**src/rtl/spi_flash_responder.sv**
```systemverilog
// SPI flash read responder (mode 0, single-bit I/O).
// Accepts an 8-bit opcode and a 24-bit address over SPI. On the read opcode it
// fetches bytes from a backing memory and streams them MSB first on MISO. The
// address auto-increments while CS stays low. Any other opcode raises a
// one-clock error pulse, and the block stays silent until CS rises.
//
// Ports
//   clk, reset     system clock, synchronous active-high reset
//   i_SPI_CLK      SPI clock (asynchronous to clk, idle low)
//   i_SPI_CS       chip select, active low (asynchronous to clk)
//   i_SPI_MOSI     command/address in, MSB first
//   o_SPI_MISO     read data out, MSB first
//   o_MEM_ADDR     byte address to the backing memory
//   o_MEM_RD       one-clock read strobe; i_MEM_DATA is sampled on the next edge
//   i_MEM_DATA     memory read data
//   o_BUSY         transaction in progress
//   o_CMD_ERR      one-clock pulse on an unsupported opcode
//
// ADDR_WIDTH must lie in 2..24; only the low ADDR_WIDTH address bits are kept.
module spi_flash_responder #(
  parameter int          ADDR_WIDTH = 16,
  parameter logic [7:0]  READ_CMD   = 8'h03
) (
  input  logic                  clk,
  input  logic                  reset,
  input  logic                  i_SPI_CLK,
  input  logic                  i_SPI_CS,
  input  logic                  i_SPI_MOSI,
  output logic                  o_SPI_MISO,
  output logic [ADDR_WIDTH-1:0] o_MEM_ADDR,
  output logic                  o_MEM_RD,
  input  logic [7:0]            i_MEM_DATA,
  output logic                  o_BUSY,
  output logic                  o_CMD_ERR
);

  typedef enum logic [2:0] {IDLE, CMD, ADDR, DATA, IGNORE} state_t;

  state_t                  state;
  logic [4:0]              bit_cnt;
  logic [6:0]              cmd_sr;
  logic [ADDR_WIDTH-1:0]   addr_sr;
  logic [7:0]              tx_sr;
  logic                    rd_go;
  logic                    ld_pend;
  logic [1:0]              settle_cnt;
  logic                    armed;

  logic sck_p0, sck_p1, sck_p2;
  logic cs_p0, cs_p1, cs_p2;
  logic mosi_p0, mosi_p1;

  // Stage p0/p1: two-flop synchronizers; p2 holds the previous synchronized value for edge detection
  always_ff @(posedge clk) begin
    if (reset) begin
      sck_p0  <= 1'b0;
      sck_p1  <= 1'b0;
      sck_p2  <= 1'b0;
      cs_p0   <= 1'b1;
      cs_p1   <= 1'b1;
      cs_p2   <= 1'b1;
      mosi_p0 <= 1'b0;
      mosi_p1 <= 1'b0;
    end else begin
      sck_p0  <= i_SPI_CLK;
      sck_p1  <= sck_p0;
      sck_p2  <= sck_p1;
      cs_p0   <= i_SPI_CS;
      cs_p1   <= cs_p0;
      cs_p2   <= cs_p1;
      mosi_p0 <= i_SPI_MOSI;
      mosi_p1 <= mosi_p0;
    end
  end

  logic sck_rise, sck_fall, cs_fall;
  assign sck_rise = sck_p1 & ~sck_p2;
  assign sck_fall = ~sck_p1 & sck_p2;
  assign cs_fall  = ~cs_p1 & cs_p2;

  // The synchronizers reset to CS high, so a CS that is already low when reset
  // releases would look like a falling edge. Only accept a CS fall after CS has
  // really been seen high once the synchronizer has flushed its reset values.
  always_ff @(posedge clk) begin
    if (reset) begin
      settle_cnt <= 2'd0;
      armed      <= 1'b0;
    end else begin
      if (settle_cnt != 2'd2)
        settle_cnt <= settle_cnt + 2'd1;
      else if (cs_p1)
        armed <= 1'b1;
    end
  end

  always_ff @(posedge clk) begin
    if (reset) begin
      state      <= IDLE;
      bit_cnt    <= '0;
      cmd_sr     <= '0;
      addr_sr    <= '0;
      tx_sr      <= '0;
      rd_go      <= 1'b0;
      ld_pend    <= 1'b0;
      o_SPI_MISO <= 1'b0;
      o_MEM_ADDR <= '0;
      o_MEM_RD   <= 1'b0;
      o_BUSY     <= 1'b0;
      o_CMD_ERR  <= 1'b0;
    end else begin
      o_MEM_RD  <= 1'b0;
      o_CMD_ERR <= 1'b0;
      // CS high outranks any SCK activity seen in the same clock
      if (state != IDLE && cs_p1) begin
        state      <= IDLE;
        bit_cnt    <= '0;
        rd_go      <= 1'b0;
        ld_pend    <= 1'b0;
        o_SPI_MISO <= 1'b0;
        o_BUSY     <= 1'b0;
      end else begin
        case (state)
          IDLE: begin
            o_SPI_MISO <= 1'b0;
            if (armed && cs_fall) begin
              state   <= CMD;
              bit_cnt <= '0;
              o_BUSY  <= 1'b1;
            end
          end
          CMD: begin
            if (sck_rise) begin
              cmd_sr <= {cmd_sr[5:0], mosi_p1};
              if (bit_cnt == 5'd7) begin
                bit_cnt <= '0;
                if ({cmd_sr, mosi_p1} == READ_CMD) begin
                  state <= ADDR;
                end else begin
                  state     <= IGNORE;
                  o_CMD_ERR <= 1'b1;
                end
              end else begin
                bit_cnt <= bit_cnt + 5'd1;
              end
            end
          end
          ADDR: begin
            // After the 24th bit: strobe the read, then capture the data one clock later
            if (ld_pend) begin
              tx_sr   <= i_MEM_DATA;
              ld_pend <= 1'b0;
              state   <= DATA;
            end else if (rd_go) begin
              o_MEM_ADDR <= addr_sr;
              o_MEM_RD   <= 1'b1;
              rd_go      <= 1'b0;
              ld_pend    <= 1'b1;
            end else if (sck_rise) begin
              // Upper address bits fall off the top, leaving the low ADDR_WIDTH bits
              addr_sr <= {addr_sr[ADDR_WIDTH-2:0], mosi_p1};
              if (bit_cnt == 5'd23) begin
                bit_cnt <= '0;
                rd_go   <= 1'b1;
              end else begin
                bit_cnt <= bit_cnt + 5'd1;
              end
            end
          end
          DATA: begin
            if (ld_pend) begin
              tx_sr   <= i_MEM_DATA;
              ld_pend <= 1'b0;
            end else if (sck_fall) begin
              o_SPI_MISO <= tx_sr[7];
              tx_sr      <= {tx_sr[6:0], 1'b0};
            end
            // Prefetch on the 8th rise so the next MSB is loaded before the next fall
            if (sck_rise) begin
              if (bit_cnt == 5'd7) begin
                bit_cnt    <= '0;
                o_MEM_ADDR <= o_MEM_ADDR + ADDR_WIDTH'(1);
                o_MEM_RD   <= 1'b1;
                ld_pend    <= 1'b1;
              end else begin
                bit_cnt <= bit_cnt + 5'd1;
              end
            end
          end
          IGNORE: o_SPI_MISO <= 1'b0;
          default: begin
            state      <= IDLE;
            o_SPI_MISO <= 1'b0;
            o_BUSY     <= 1'b0;
          end
        endcase
      end
    end
  end

endmodule

```
**config.mk**
```make
export PLATFORM = sky130hd
export DESIGN_NAME = spi_flash_responder
export DESIGN_NICKNAME = d
export VERILOG_FILES = /design/src/rtl/spi_flash_responder.sv
export SDC_FILE = /design/constraint.sdc
export NUM_CORES = 1
export LEC_CHECK = 0
export ABC_AREA = 1
export BUFFER_PORTS_ARGS = -buffer_cell sky130_fd_sc_hd__buf_2
export CAP_MARGIN = 40
export CELL_PAD_IN_SITES_DETAIL_PLACEMENT = 1
export CELL_PAD_IN_SITES_GLOBAL_PLACEMENT = 2
export CORE_MARGIN = 10
export CORE_UTILIZATION = 31
export CTS_BUF_LIST = sky130_fd_sc_hd__clkbuf_8
export DETAILED_ROUTE_END_ITERATION = 10
export PLACE_DENSITY_LB_ADDON = 0.1
export SKIP_LAST_GASP = 1
export SLEW_MARGIN = 20
export SYNTH_ARGS = -nofsm -noshare
export SYNTH_HDL_FRONTEND = slang
export SYNTH_SLANG_ARGS = --single-unit
export TNS_END_PERCENT = 10
```
**constraint.sdc**
```tcl
create_clock -name clk -period 1.6 [get_ports clk]
set_input_delay 0.08 -clock clk [delete_from_list [all_inputs] [get_ports clk]]
set_output_delay 0.08 -clock clk [all_outputs]
set_load 0.05 [all_outputs]
```
Word level (Yosys, flattened, before mapping)
Cells that the tools add are included.

Register bits after elaboration: 72. Output and inout bits: 20.

Mux-type cells: 38. Equality and inequality tests: 22. Bitwise operators: 16. $add $sub $neg: 3. Reduce and logical (&&, ||, !) cells: 22.

Operator list (number): $mux 16 (4); $mux 5 (7); $pmux 16 s2 (1); $ne 2x2->1 const B (13); $mux 8 (3); $add 16x1->16 const B (1); $pmux 8 s2 (1); $mux 3 (5); $pmux 5 s3 (1); $not 1->1 (13); $pmux 3 s4 (1); $reduce_and 6->1 (2); $mux 1 (11); $reduce_and 5->1 (2); $eq 8x2->1 const B (1); $pmux 1 s2 (4); $reduce_or 2->1 (4); $eq 3x2->1 const B (2); $reduce_and 2->1 (3); $reduce_and 3->1 (2); $reduce_bool 3->1 (2); $add 5x1->5 const B (1); $eq 5x3->1 const B (1); $eq 5x5->1 const B (1); 12 further kinds (15).

Depth between registers and ports, before layout
Gate-level depths: netlist (run 1).

Depth in word-level cells: 6. Depth in mapped cells: 12.

Worst setup path after synthesis (run 1)
OpenSTA, ideal clock, no wires.

Kind: reg-to-reg. Start point: reg o_MEM_ADDR[1]. End point: reg o_MEM_ADDR[10]. Library setup time: 128 ps. Slack: -157 ps. Period minus slack after synthesis: 1757 ps. Arrival: 1630 ps. Path buffers: 0. Stages on the path, launching flop included: 11. Path through: dfxtp_1 > ha_1 > nand2_1 > nor2_1 > nand3_1 > nand2_1 > nand2_1 > nor2_1 > nor2_1 > nor2_1 > nor2_1.

Cells in the longest elaborated chain, start to end: 4.

Ends and longest elaborated chain: from (decl) (line 30) `output logic [ADDR_WIDTH-1:0] o_MEM_ADDR,`; from (signal assigned) (line 154) `o_MEM_ADDR <= addr_sr;`; from (signal assigned) (line 181) `o_MEM_ADDR <= o_MEM_ADDR + ADDR_WIDTH'(1);`; $add 16x1->16 (line 181); $mux 16 (line 179) `if (bit_cnt == 5'd7) begin`; $mux 16 (line 178) `if (sck_rise) begin`; $pmux 16 s2 (line 122) `case (state)`.

No other way between the ends. The select of a mux whose other input is x is not followed. A chain may end at the register's enable or synchronous reset.

Final worst setup path (run 1)
Start point: reg state[2]. End point: reg o_MEM_ADDR[11].

Cells in the longest elaborated chain, start to end: 4.

Ends and longest elaborated chain: from (decl) (line 39) `state_t state;`; from (signal assigned) (line 98) `state <= IDLE;`; from (signal assigned) (line 115) `state <= IDLE;`; from (signal assigned) (line 126) `state <= CMD;`; parallel branches: the longest is 4 deep, another holds $reduce_and 6->1.

Several ways; the timed one is not identified.

==> results of run 1 <==
[placed cells by master, fill, tap and decap left out, drive strengths merged]
master,Yosys,layout
a22oi,1,1
nand2,124,124
nor2,96,96
a21oi,48,48
a31oi,1,1
clkinvlp,0,1
nand3,40,40
nand3b,1,1
o22ai,1,1
o221ai,1,1
nor3,4,4
dfxtp,72,72
ha,3,3
clkinv,0,3
buf,14,68
o21bai,2,2
a211oi,1,1
dlygate4sd3,0,3
nand4,10,10
clkbuf,6,10
or2,3,3
inv,61,63
o21ai,41,41
[power by group]
group | switching (mW) | leakage [nW] | internal (mW)
Sequential | 0.0341 | 0.585 | 1.85
Combinational | 0.398 | 1.13 | 0.261
Clock | 0.782 | 0.0935 | 0.623
Total | 1.21 | 1.81 | 2.73
[how the worst max path moves through the flow]
stage	endpoint	slack [ns]
2_1_floorplan	o_MEM_ADDR[11]$_SDFFE_PP0P_	-0.09
3_3_place_gp	o_MEM_ADDR[10]$_SDFFE_PP0P_	-0.03
3_5_place_dp	o_MEM_ADDR[15]$_SDFFE_PP0P_	-0.12
4_1_cts	bit_cnt[0]$_SDFFE_PP0P_	-0.01
5_1_grt	o_MEM_ADDR[14]$_SDFFE_PP0P_	-0.10
6_report	o_MEM_ADDR[11]$_SDFFE_PP0P_	0.02
[critical path, cell delays in order, from the launching register on]
cell and delay (ns):
dfxtp_4 0.37, nor2_4 0.21, nand2_4 0.12, nand2_4 0.08, nand2_4 0.08, nor2_8 0.15
nand2_8 0.07, buf_12 0.15, nor2_1 0.09, nand2_1 0.07, a21oi_2 0.10
[state kept, by name (all words and copies together), names as in the netlist]
signal / cells
o_SPI_MISO: 1
settle_cnt: 2
o_MEM_RD: 1
cs_p1: 1
cs_p0: 1
o_CMD_ERR: 1
o_BUSY: 1
cs_p2: 1
mosi_p1: 1
cmd_sr: 7
sck_p0: 1
ld_pend: 1
bit_cnt: 5
state: 3
rd_go: 1
addr_sr: 16
armed: 1
tx_sr: 8
o_MEM_ADDR: 16
mosi_p0: 1
sck_p1: 1
sck_p2: 1
[area by class of cell]
cell class / count / area, µm² / area share [%]
clock buffers: 10 / 138 / 3.10
flip-flops and latches: 72 / 1450 / 32.6
inverters: 61 / 231 / 5.21
multi-input cells: 377 / 1890 / 42.4
well taps: 143 / 179 / 4.02
clock inverters: 6 / 51.3 / 1.15
repair buffers: 71 / 510 / 11.5
[through the flow]
step | std cells | hold WS, ns
2_1_floorplan | 530 | 0.184
3_3_place_gp | 718 | 0.264
3_5_place_dp | 718 | 0.267
4_1_cts | 738 | 0.0347
5_1_grt | 740 | 0.0596
6_report | 740 | 0.0430
[routing by layer]
metal  wire (µm)  share of wire (%)
met5           0                  0
met4         214                2.0
met3         343                3.3
met2        4470                 43
met1        5470                 52
[timing repair]
action	4_1_cts	5_1_grt
hold buffers	3	0
resized for setup	5	18
hold endpoints to repair	3	0
endpoints found under the setup margin	38	50
pin swaps	1	3
buffers inserted	1	2
[cells by family after synthesis]
kind of cell | Yosys count | synth area share [%]
simple gates | 278 | 34.2
fa+ha+maj | 3 | 1.04
flops | 72 | 40.0
buf+inv | 81 | 9.79
compound gates | 96 | 14.9
==> results.py, run 1 <==
metrics = {
    "outcome": {
        "result_of_the_run": "finished clean",
    },
    "synth": {
        "synth_enable_flop_cells": 0,
        "share_of_flip_flops_with_an_asynchronous_set_or_reset_pct": 0,
        "postSynthCellCount": 530,
        "synth.yosys.warnings": 0,
        "synth_most_common_cell": "nand2_1",
        "synth-main-ff-cell": "dfxtp_1",
        "synth_top_cells_by_count": "117 x nand2_1, 92 x nor2_1, 72 x dfxtp_1, 56 x inv_1, 42 x a21oi_1",
        "post_synth_num_cell_types": 36,
        "netlist.top_cell.by_area": "dfxtp_1",
        "avgSynthCellArea_um2": 6.80,
        "cell_types_occupying_the_most_area_after_synthesis": "dfxtp_1 40%, nand2_1 12%, nor2_1 9.6%, a21oi_1 5.8%, inv_1 5.8%",
        "synth_sequential_area_ratio_pct": 40.0,
        "postSynthNetCount": 546,
        "synth.cell_area_mm2": 0.00360,
        "synth.ff_latch_count": 72,
        "yosys.area.top_type_share_pct": 40.0,
    },
    "global_routing": {
        "grt_pass1_wl_um": 17900,
        "global_route.usage.met3_pct": 2.98,
        "gr-usage-met1_pct": 17.6,
        "groute.usage.overall_pct": 13.4,
        "grt_max_degree": 32,
        "globalRoute.busiestLayer": "met2",
        "groute.layer.met2.usage_pct": 20.3,
        "globalRoute.totalOverflow": 0,
        "initial_antenna_violation_count": 0,
        "via_count_of_the_first_global_routing_pass": 3657,
    },
    "die": {
        "initial_util_pct": 31.6,
        "chipHeight_um": 128,
        "floorplan.core_area_mm2": 0.0114,
        "top_level_pins": 33,
        "design.die.area_mm2": 0.0163,
        "core.rowCount": 39,
        "dieWidth_um": 128,
    },
    "flow_run": {
        "max_cap_violations": 0,
    },
    "clocking": {
        "tritoncts.num_buffers": 9,
        "cts_tree": "built",
        "tritoncts_num_sinks": 72,
        "clk-insertion-delay-late_ns": 0.37,
        "maximum_count_of_clock_buffers_along_a_single_path": 2,
        "cts.reportedPaths.clkPinSlew_ns": 0.08,
        "cts-htree-levels": 3,
        "cts_root_buffer": "clkbuf_8",
    },
    "cells_and_area": {
        "cell_area_after_layout_mm2": 0.00445,
        "antenna_cells": 0,
        "fillers": 1477,
        "drive_above_1_share_pct": 22.4,
        "final_core_utilization_pct": 38.9,
        "areaGrowthSynthToFinish_pct": 23.4,
        "total_number_of_nets_in_the_final_design": 608,
    },
    "detailed_routing": {
        "drt_iter0_drc": 161,
        "dr.pass1.iters": 4,
        "wl_um": 10500,
        "wl_per_cell_um": 14.2,
        "route.detailed.drc": 0,
        "vias": 3492,
        "drt.antenna.violating_nets": 0,
        "avgViaCountPerCell": 4.72,
    },
    "worst_setup_path": {
        "cp.arrival_ns": 1.88,
        "r2r.worst_path.cells": 10,
        "worst_r2r_endpoint": "o_MEM_ADDR[11]$_SDFFE_PP0P_",
        "cp_max_fo": 16,
        "crit-reg2reg-launch": "state[2]$_SDFFE_PP0P_",
        "rrSetupSlack_ns": 0.02,
        "timing.setup.critical_path_class": "reg2reg",
        "startpoint_type": "flop",
        "timing.critical_path.to_type": "flop",
        "worst_setup_path_startpoint": "state[2]$_SDFFE_PP0P_",
        "critPathRequiredTime_ns": 1.91,
    },
    "timing": {
        "setup_viol": 0,
        "worst_slew_pin_slew_ns": 0.327,
        "finalWorstSetupSlack_ns": 0.0231,
        "maxClockFrequency_mhz": 634,
        "max-slew-margin-rel_pct": 78.0,
        "clock-skew-final_ns": 0.0137,
        "final-max-slew-violation-count": 0,
        "period_needed_ns": 1.58,
        "setup_total_negative_slack_ns": 0,
        "rsz0062_at_grt": "true",
        "min_period_over_period_pct": 98.6,
        "final_count_of_hold_timing_violations": 0,
    },
    "worst_hold_path": {
        "worst_hold_depth": 5,
        "hold_class": "in2reg",
        "worstHoldEndpoint": "tx_sr[6]$_SDFFE_PP0P_",
        "min-delay-start": "i_MEM_DATA[6]",
    },
    "place": {
        "port_buffers": 32,
        "routability_congestion_estimate": 0.800,
        "placement.setup.worst_slack_ns": -0.117,
        "dpl.hpwl_um": 7940,
        "postPlaceCellArea_mm2": 0.00412,
    },
    "pwr": {
        "total_power_mw": 3.95,
        "power.static_leakage_nw": 1.81,
        "cellPowerDensity_mw_per_mm2": 887,
        "vdd_drop_max_uv": 487,
    },
}
Power figures use the tool's default switching activity.
==> run 2: changes to the inputs <==
--- a/config.mk
+++ b/config.mk
@@ -6,7 +6,7 @@
 export NUM_CORES = 1
 export LEC_CHECK = 0
 export ABC_AREA = 1
-export BUFFER_PORTS_ARGS = -buffer_cell sky130_fd_sc_hd__buf_2
+export BUFFER_PORTS_ARGS = -buffer_cell sky130_fd_sc_hd__buf_4
 export CAP_MARGIN = 40
 export CELL_PAD_IN_SITES_DETAIL_PLACEMENT = 1
 export CELL_PAD_IN_SITES_GLOBAL_PLACEMENT = 2
@@ -14,7 +14,7 @@
 export CORE_UTILIZATION = 31
 export CTS_BUF_LIST = sky130_fd_sc_hd__clkbuf_8
 export DETAILED_ROUTE_END_ITERATION = 10
-export PLACE_DENSITY_LB_ADDON = 0.1
+export PLACE_DENSITY = 0.84
 export SKIP_LAST_GASP = 1
 export SLEW_MARGIN = 20
 export SYNTH_ARGS = -nofsm -noshare
==> run 2 against run 1 <==
Hold slack worse by 0.0047 ns. Global-route usage decreased by 0.40 points. Register-to-register slack is essentially flat. Fmax is 0.83% higher. Highest routed layer unchanged.
==> results.py, run 2 (synthesis gave the netlist of run 1 again) <==
metrics = {
    "timing": {
        "worst_slew_pin_slew_ns": 0.344,
        "rsz0062_at_grt": "true",
        "period_needed_ns": 1.56,
        "min_period_over_period_pct": 97.7,
        "maxClockFrequency_mhz": 639,
        "final_count_of_hold_timing_violations": 0,
        "max-slew-margin-rel_pct": 77.1,
        "setup_total_negative_slack_ns": 0,
        "clock-skew-final_ns": 0.00721,
        "final-max-slew-violation-count": 0,
        "setup_viol": 0,
    },
    "global_routing": {
        "grt_max_degree": 33,
        "groute.usage.overall_pct": 12.9,
        "initial_antenna_violation_count": 0,
        "globalRoute.totalOverflow": 0,
        "grt_pass1_wl_um": 17500,
        "via_count_of_the_first_global_routing_pass": 3689,
    },
    "clocking": {
        "tritoncts_num_sinks": 72,
        "maximum_count_of_clock_buffers_along_a_single_path": 2,
        "cts_root_buffer": "clkbuf_8",
        "tritoncts.num_buffers": 9,
        "cts.reportedPaths.clkPinSlew_ns": 0.08,
        "clk-insertion-delay-late_ns": 0.36,
        "cts_tree": "built",
        "cts-htree-levels": 3,
    },
    "die": {
        "core.rowCount": 39,
        "top_level_pins": 33,
        "initial_util_pct": 31.6,
        "design.die.area_mm2": 0.0163,
        "dieWidth_um": 128,
        "chipHeight_um": 128,
        "floorplan.core_area_mm2": 0.0114,
    },
    "place": {
        "port_buffers": 32,
        "placed_cells": 720,
        "postPlaceCellArea_mm2": 0.00419,
        "dpl.hpwl_um": 7840,
        "routability_congestion_estimate": 0.847,
    },
    "worst_hold_path": {
        "min-delay-start": "reset",
        "hold_class": "in2reg",
    },
    "detailed_routing": {
        "drt_iter0_drc": 134,
        "wl_per_cell_um": 14.0,
        "dr.pass1.iters": 4,
        "route.detailed.drc": 0,
        "drt.antenna.violating_nets": 0,
        "avgViaCountPerCell": 4.82,
        "vias": 3591,
        "wl_um": 10400,
    },
    "cells_and_area": {
        "layout.cells.most_common_list": "113 x nand2_1, 82 x nor2_1, 69 x buf_4, 65 x dfxtp_1, 56 x inv_1",
        "total_number_of_nets_in_the_final_design": 613,
        "leading_cell_type_in_the_layout_fill_and_taps_excluded": "nand2_1",
        "antenna_cells": 0,
        "areaGrowthSynthToFinish_pct": 26.2,
        "drive_above_1_share_pct": 24.1,
        "layout_top_registers": "addr_sr x16, o_MEM_ADDR x16, tx_sr x8",
        "instances_no_fill": 745,
        "cell_area_after_layout_mm2": 0.00455,
    },
    "pwr": {
        "power.static_leakage_nw": 1.83,
        "cellPowerDensity_mw_per_mm2": 849,
        "total_power_mw": 3.86,
        "vdd_drop_max_uv": 445,
    },
    "worst_setup_path": {
        "cpMaxStageDelayCell": "dfxtp_4",
        "timing.critical_path.to_type": "flop",
        "cp_max_fo": 10,
        "rrSetupSlack_ns": 0.04,
        "critPathRequiredTime_ns": 1.89,
        "cp.arrival_ns": 1.86,
        "critical_path_cell_count": 10,
        "worst_setup_path_startpoint": "state[2]$_SDFFE_PP0P_",
        "worst_path_dominant_cell_family": "simple AND/OR/NAND/NOR gates",
        "worst_r2r_endpoint": "o_MEM_ADDR[14]$_SDFFE_PP0P_",
        "critPathMostFrequentCell": "nand2_4",
        "path_cells": "nor2_4, nand2_4, nand2_4, nand2_4, nor2_8, nand2_8, buf_8, nor2_2, nand2_1, a21oi_1",
        "r2r.worst_path.cells": 10,
        "critical_path.endpoint": "o_MEM_ADDR[14]$_SDFFE_PP0P_",
        "timing.setup.critical_path_class": "reg2reg",
        "path_buf_inv": 1,
        "slowest_delay_ns": 0.37,
        "startpoint_type": "flop",
        "crit-reg2reg-launch": "state[2]$_SDFFE_PP0P_",
    },
    "outcome": {
        "result_of_the_run": "finished clean",
    },
    "flow_run": {
        "max_cap_violations": 0,
    },
}
[run 2: where the power goes]
part / switching (mW) / internal (mW) / total [mW] / leakage, nW
clock network: 0.728 / 0.593 / 1.32 / 0.0878
registers: 0.0385 / 1.85 / 1.89 / 0.586
logic: 0.386 / 0.266 / 0.651 / 1.16
[run 2: worst min-delay path by stage]
stage	end	slack [ns]	depth (start not counted)
2_1_floorplan	cs_p0$_SDFF_PP1_	0.18	1
3_3_place_gp	cs_p0$_SDFF_PP1_	0.26	2
3_5_place_dp	cs_p0$_SDFF_PP1_	0.27	2
4_1_cts	tx_sr[0]$_SDFFE_PP0P_	0.03	5
5_1_grt	mosi_p1$_SDFF_PP0_	0.04	2
6_report	addr_sr[0]$_SDFFE_PP0P_	0.04	2
[run 2: timing repair]
action                     4_1_cts  5_1_grt
pin swaps                        1       10
resized for setup                6       28
hold endpoints to repair         3        0
buffers inserted                 1        5
hold buffers                     3        0
setup endpoints to repair       22       41
[run 2: cell type report]
| class | instances | area (µm²) |
|---|---|---|
| Fill cell | 1462 | 6870 |
| Tap cell | 143 | 179 |
| Sequential cell | 72 | 1450 |
| Clock inverter | 6 | 35.0 |
| Clock buffer | 10 | 138 |
| Multi-Input combinational cell | 377 | 1890 |
| Inverter | 61 | 234 |
| Timing Repair Buffer | 76 | 614 |
[run 2: per-layer routing]
layer / share of wire (%) / vias up / global-route usage [%] / routed length [µm]
li1: - / 1830 / - / -
met4: 1.9 / 0 / 4.90 / 197
met2: 48 / 53 / 21.4 / 4980
met1: 46 / 1692 / 15.8 / 4810
met3: 4.3 / 16 / 3.27 / 450
met5: 0 / - / 0 / 0
[run 2: metrics by stage]
| stage | hold WS [ns] | setup slack, ns | util (%) |
|---|---|---|---|
| global route | 0.0422 | -0.0884 | 39.8 |
| finish | 0.0383 | 0.0361 | 39.8 |
| detailed placement | 0.274 | -0.140 | 36.7 |
| CTS | 0.0306 | -0.00311 | 38.7 |
| floorplan | 0.184 | -0.0886 | - |
| global placement | 0.263 | -0.0734 | 36.7 |
==> run 3: changes to the inputs <==
--- a/config.mk
+++ b/config.mk
@@ -11,10 +11,10 @@
 export CELL_PAD_IN_SITES_DETAIL_PLACEMENT = 1
 export CELL_PAD_IN_SITES_GLOBAL_PLACEMENT = 2
 export CORE_MARGIN = 10
-export CORE_UTILIZATION = 31
+export CORE_UTILIZATION = 34
 export CTS_BUF_LIST = sky130_fd_sc_hd__clkbuf_8
 export DETAILED_ROUTE_END_ITERATION = 10
-export PLACE_DENSITY = 0.84
+export PLACE_DENSITY = 0.87
 export SKIP_LAST_GASP = 1
 export SLEW_MARGIN = 20
 export SYNTH_ARGS = -nofsm -noshare
==> constraint.sdc (replaced) <==
create_clock -name clk -period 1.65 [get_ports clk]
set_input_delay 0.0825 -clock clk [delete_from_list [all_inputs] [get_ports clk]]
set_output_delay 0.0825 -clock clk [all_outputs]
set_load 0.05 [all_outputs]
==> run 3 against run 2 <==
Fmax is 3.6% lower. Combinational power is 4.9% lower. Via count is 1.6% lower. Worst setup slack worse by 0.0077 ns. Sequential power is 3% lower. Register-to-register slack hardly changed. Flip-flop and latch count stayed put. Global-route usage is 1.1 points higher. Count of clock-buffer cells in the layout stayed put. First-iteration DRC count is 30% higher. Critical endpoint is now addr_sr[12]$_SDFFE_PP0P_.
==> results.py, run 3 (synthesis gave the netlist of run 1 again) <==
metrics = {
    "timing": {
        "final-max-slew-violation-count": 0,
        "rsz0062_at_grt": "true",
        "min_period_over_period_pct": 98.3,
        "final_count_of_hold_timing_violations": 0,
        "fin_hold_ws_ns": 0.0567,
        "period_needed_ns": 1.62,
        "finalWorstSetupSlack_ns": 0.0285,
        "setup_viol": 0,
        "max-slew-margin-rel_pct": 71.2,
        "clock-skew-final_ns": 0.0142,
        "worst_slew_pin_slew_ns": 0.431,
        "maxClockFrequency_mhz": 617,
    },
    "detailed_routing": {
        "drt_iter0_drc": 174,
        "route.detailed.drc": 0,
        "avgViaCountPerCell": 4.85,
        "vias": 3532,
        "wl_um": 10300,
        "wl_per_cell_um": 14.1,
        "drt.antenna.violating_nets": 0,
        "dr.pass1.iters": 4,
    },
    "outcome": {
        "result_of_the_run": "finished clean",
    },
    "global_routing": {
        "groute.usage.overall_pct": 14.1,
        "grt_max_degree": 32,
        "initial_antenna_violation_count": 0,
        "grt_pass1_wl_um": 17200,
        "via_count_of_the_first_global_routing_pass": 3568,
        "globalRoute.totalOverflow": 0,
    },
    "die": {
        "top_level_pins": 33,
        "floorplan.core_area_mm2": 0.0103,
        "core.rowCount": 37,
        "design.die.area_mm2": 0.0151,
        "chipHeight_um": 123,
        "dieWidth_um": 123,
        "initial_util_pct": 34.9,
    },
    "worst_setup_path": {
        "timing.setup.critical_path_class": "reg2reg",
        "cp.arrival_ns": 1.87,
        "slowest_delay_ns": 0.37,
        "startpoint_type": "flop",
        "timing.critical_path.to_type": "flop",
        "path_cells": "nor2_4, nand3_1, nor2_1, nand2_1, buf_12, o21ai_0, a21oi_1",
        "cp_max_fo": 31,
        "cpMaxStageDelayCell": "dfxtp_4",
        "critPathRequiredTime_ns": 1.89,
    },
    "worst_hold_path": {
        "hold_class": "in2reg",
    },
    "place": {
        "postPlaceCellArea_mm2": 0.00411,
        "placed_cells": 701,
        "dpl.hpwl_um": 7530,
        "placement.setup.worst_slack_ns": -0.115,
        "port_buffers": 32,
        "routability_congestion_estimate": 0.784,
    },
    "clocking": {
        "cts_root_buffer": "clkbuf_8",
        "clk-insertion-delay-late_ns": 0.36,
        "cts.reportedPaths.clkPinSlew_ns": 0.08,
        "cts_tree": "built",
        "tritoncts.num_buffers": 9,
        "cts-htree-levels": 3,
        "maximum_count_of_clock_buffers_along_a_single_path": 2,
        "tritoncts_num_sinks": 72,
    },
    "cells_and_area": {
        "drive_above_1_share_pct": 21.5,
        "fillers": 1319,
        "leading_cell_type_in_the_layout_fill_and_taps_excluded": "nand2_1",
        "layout.cells.most_common_list": "113 x nand2_1, 91 x nor2_1, 64 x dfxtp_1, 59 x buf_4, 57 x inv_1",
        "multi_input_comb_area_mm2": 0.00187,
        "cell_area_after_layout_mm2": 0.00452,
        "total_number_of_nets_in_the_final_design": 603,
        "areaGrowthSynthToFinish_pct": 25.5,
        "instances_no_fill": 728,
        "ff_latch_area_mm2": 0.00145,
        "antenna_cells": 0,
        "layout_top_registers": "addr_sr x16, o_MEM_ADDR x16, tx_sr x8",
    },
    "pwr": {
        "power.static_leakage_nw": 1.81,
        "cellPowerDensity_mw_per_mm2": 926,
        "vdd_drop_max_uv": 458,
    },
    "flow_run": {
        "max_cap_violations": 0,
    },
}
==> run 3: cell types whose count changed in the layout (fill, tap and decap cells not counted), sizes merged <==
cell      delta
buf         -10
bufinv       +3
clkinv       -1
clkinvlp     -2
==> run 3: per-layer routing <==
layer  routed length [µm]  vias to the layer above  global-route usage, %
li1                     -                     1815                      -
met1                 4980                     1672                   18.0
met5                    0                        -                      0
met2                 4810                       39                   22.6
met3                  386                        6                   3.74
met4                   93                        0                   4.86
==> run 3: report_power, final <==
group          switching, mW  leakage (nW)  internal, mW  total, mW
Combinational          0.370          1.09         0.249      0.619
Sequential            0.0377         0.586          1.80       1.83
Clock                  0.692         0.128          1.04       1.73
==> run 3: timing repair <==
action | CTS | global route
pin swaps | 0 | 6
endpoints found under the hold margin | 3 | 0
endpoints found under the setup margin | 18 | 54
hold buffers | 3 | 0
gates resized for setup | 3 | 22
buffers inserted | 0 | 8
==> run 3: critical path: cells and delay by family, from the launching register on <==
kind / cells / cell delay [ns]
AO/OA/AOI/OAI: 2 / 0.27
flip-flops: 1 / 0.37
AND/OR/NAND/NOR: 4 / 0.71
buffers and inverters: 1 / 0.18
==> run 3: final timing paths <==
| kind | startpoint | to | slack (ns) | cells past startpoint |
|---|---|---|---|---|
| worst max register to register | state[0]$_SDFFE_PP0P_ | addr_sr[12]$_SDFFE_PP0P_ | 0.03 | 7 |
| worst min-delay path | i_MEM_DATA[0] | tx_sr[0]$_SDFFE_PP0P_ | 0.06 | 5 |
| worst max-delay path | state[0]$_SDFFE_PP0P_ | addr_sr[12]$_SDFFE_PP0P_ | 0.03 | 7 |
| worst min register to register | sck_p0$_SDFF_PP0_ | sck_p1$_SDFF_PP0_ | 0.41 | 2 |
==> run 3: through the flow <==
| stage | total power [mW] | setup TNS, ns | utilization [%] |
|---|---|---|---|
| 3_3_place_gp | 2.41 | 0 | 39.8 |
| 6_report | 4.19 | 0 | 43.8 |
| 5_1_grt | 4.40 | -1.28 | 43.8 |
| 4_1_cts | 4.18 | -0.0169 | 42.5 |
| 2_1_floorplan | 2.25 | -0.0467 | - |
| 3_5_place_dp | 2.43 | -1.06 | 39.8 |
==> run 3: final cells by class <==
| class | instances | share of cell area, % |
|---|---|---|
| well taps | 136 | 3.76 |
| clock inverters | 6 | 2.38 |
| repair buffers | 66 | 12.0 |
| clock buffers | 10 | 3.04 |
| flip-flops and latches | 72 | 32.1 |
| inverters | 61 | 5.34 |
| multi-input cells | 377 | 41.3 |
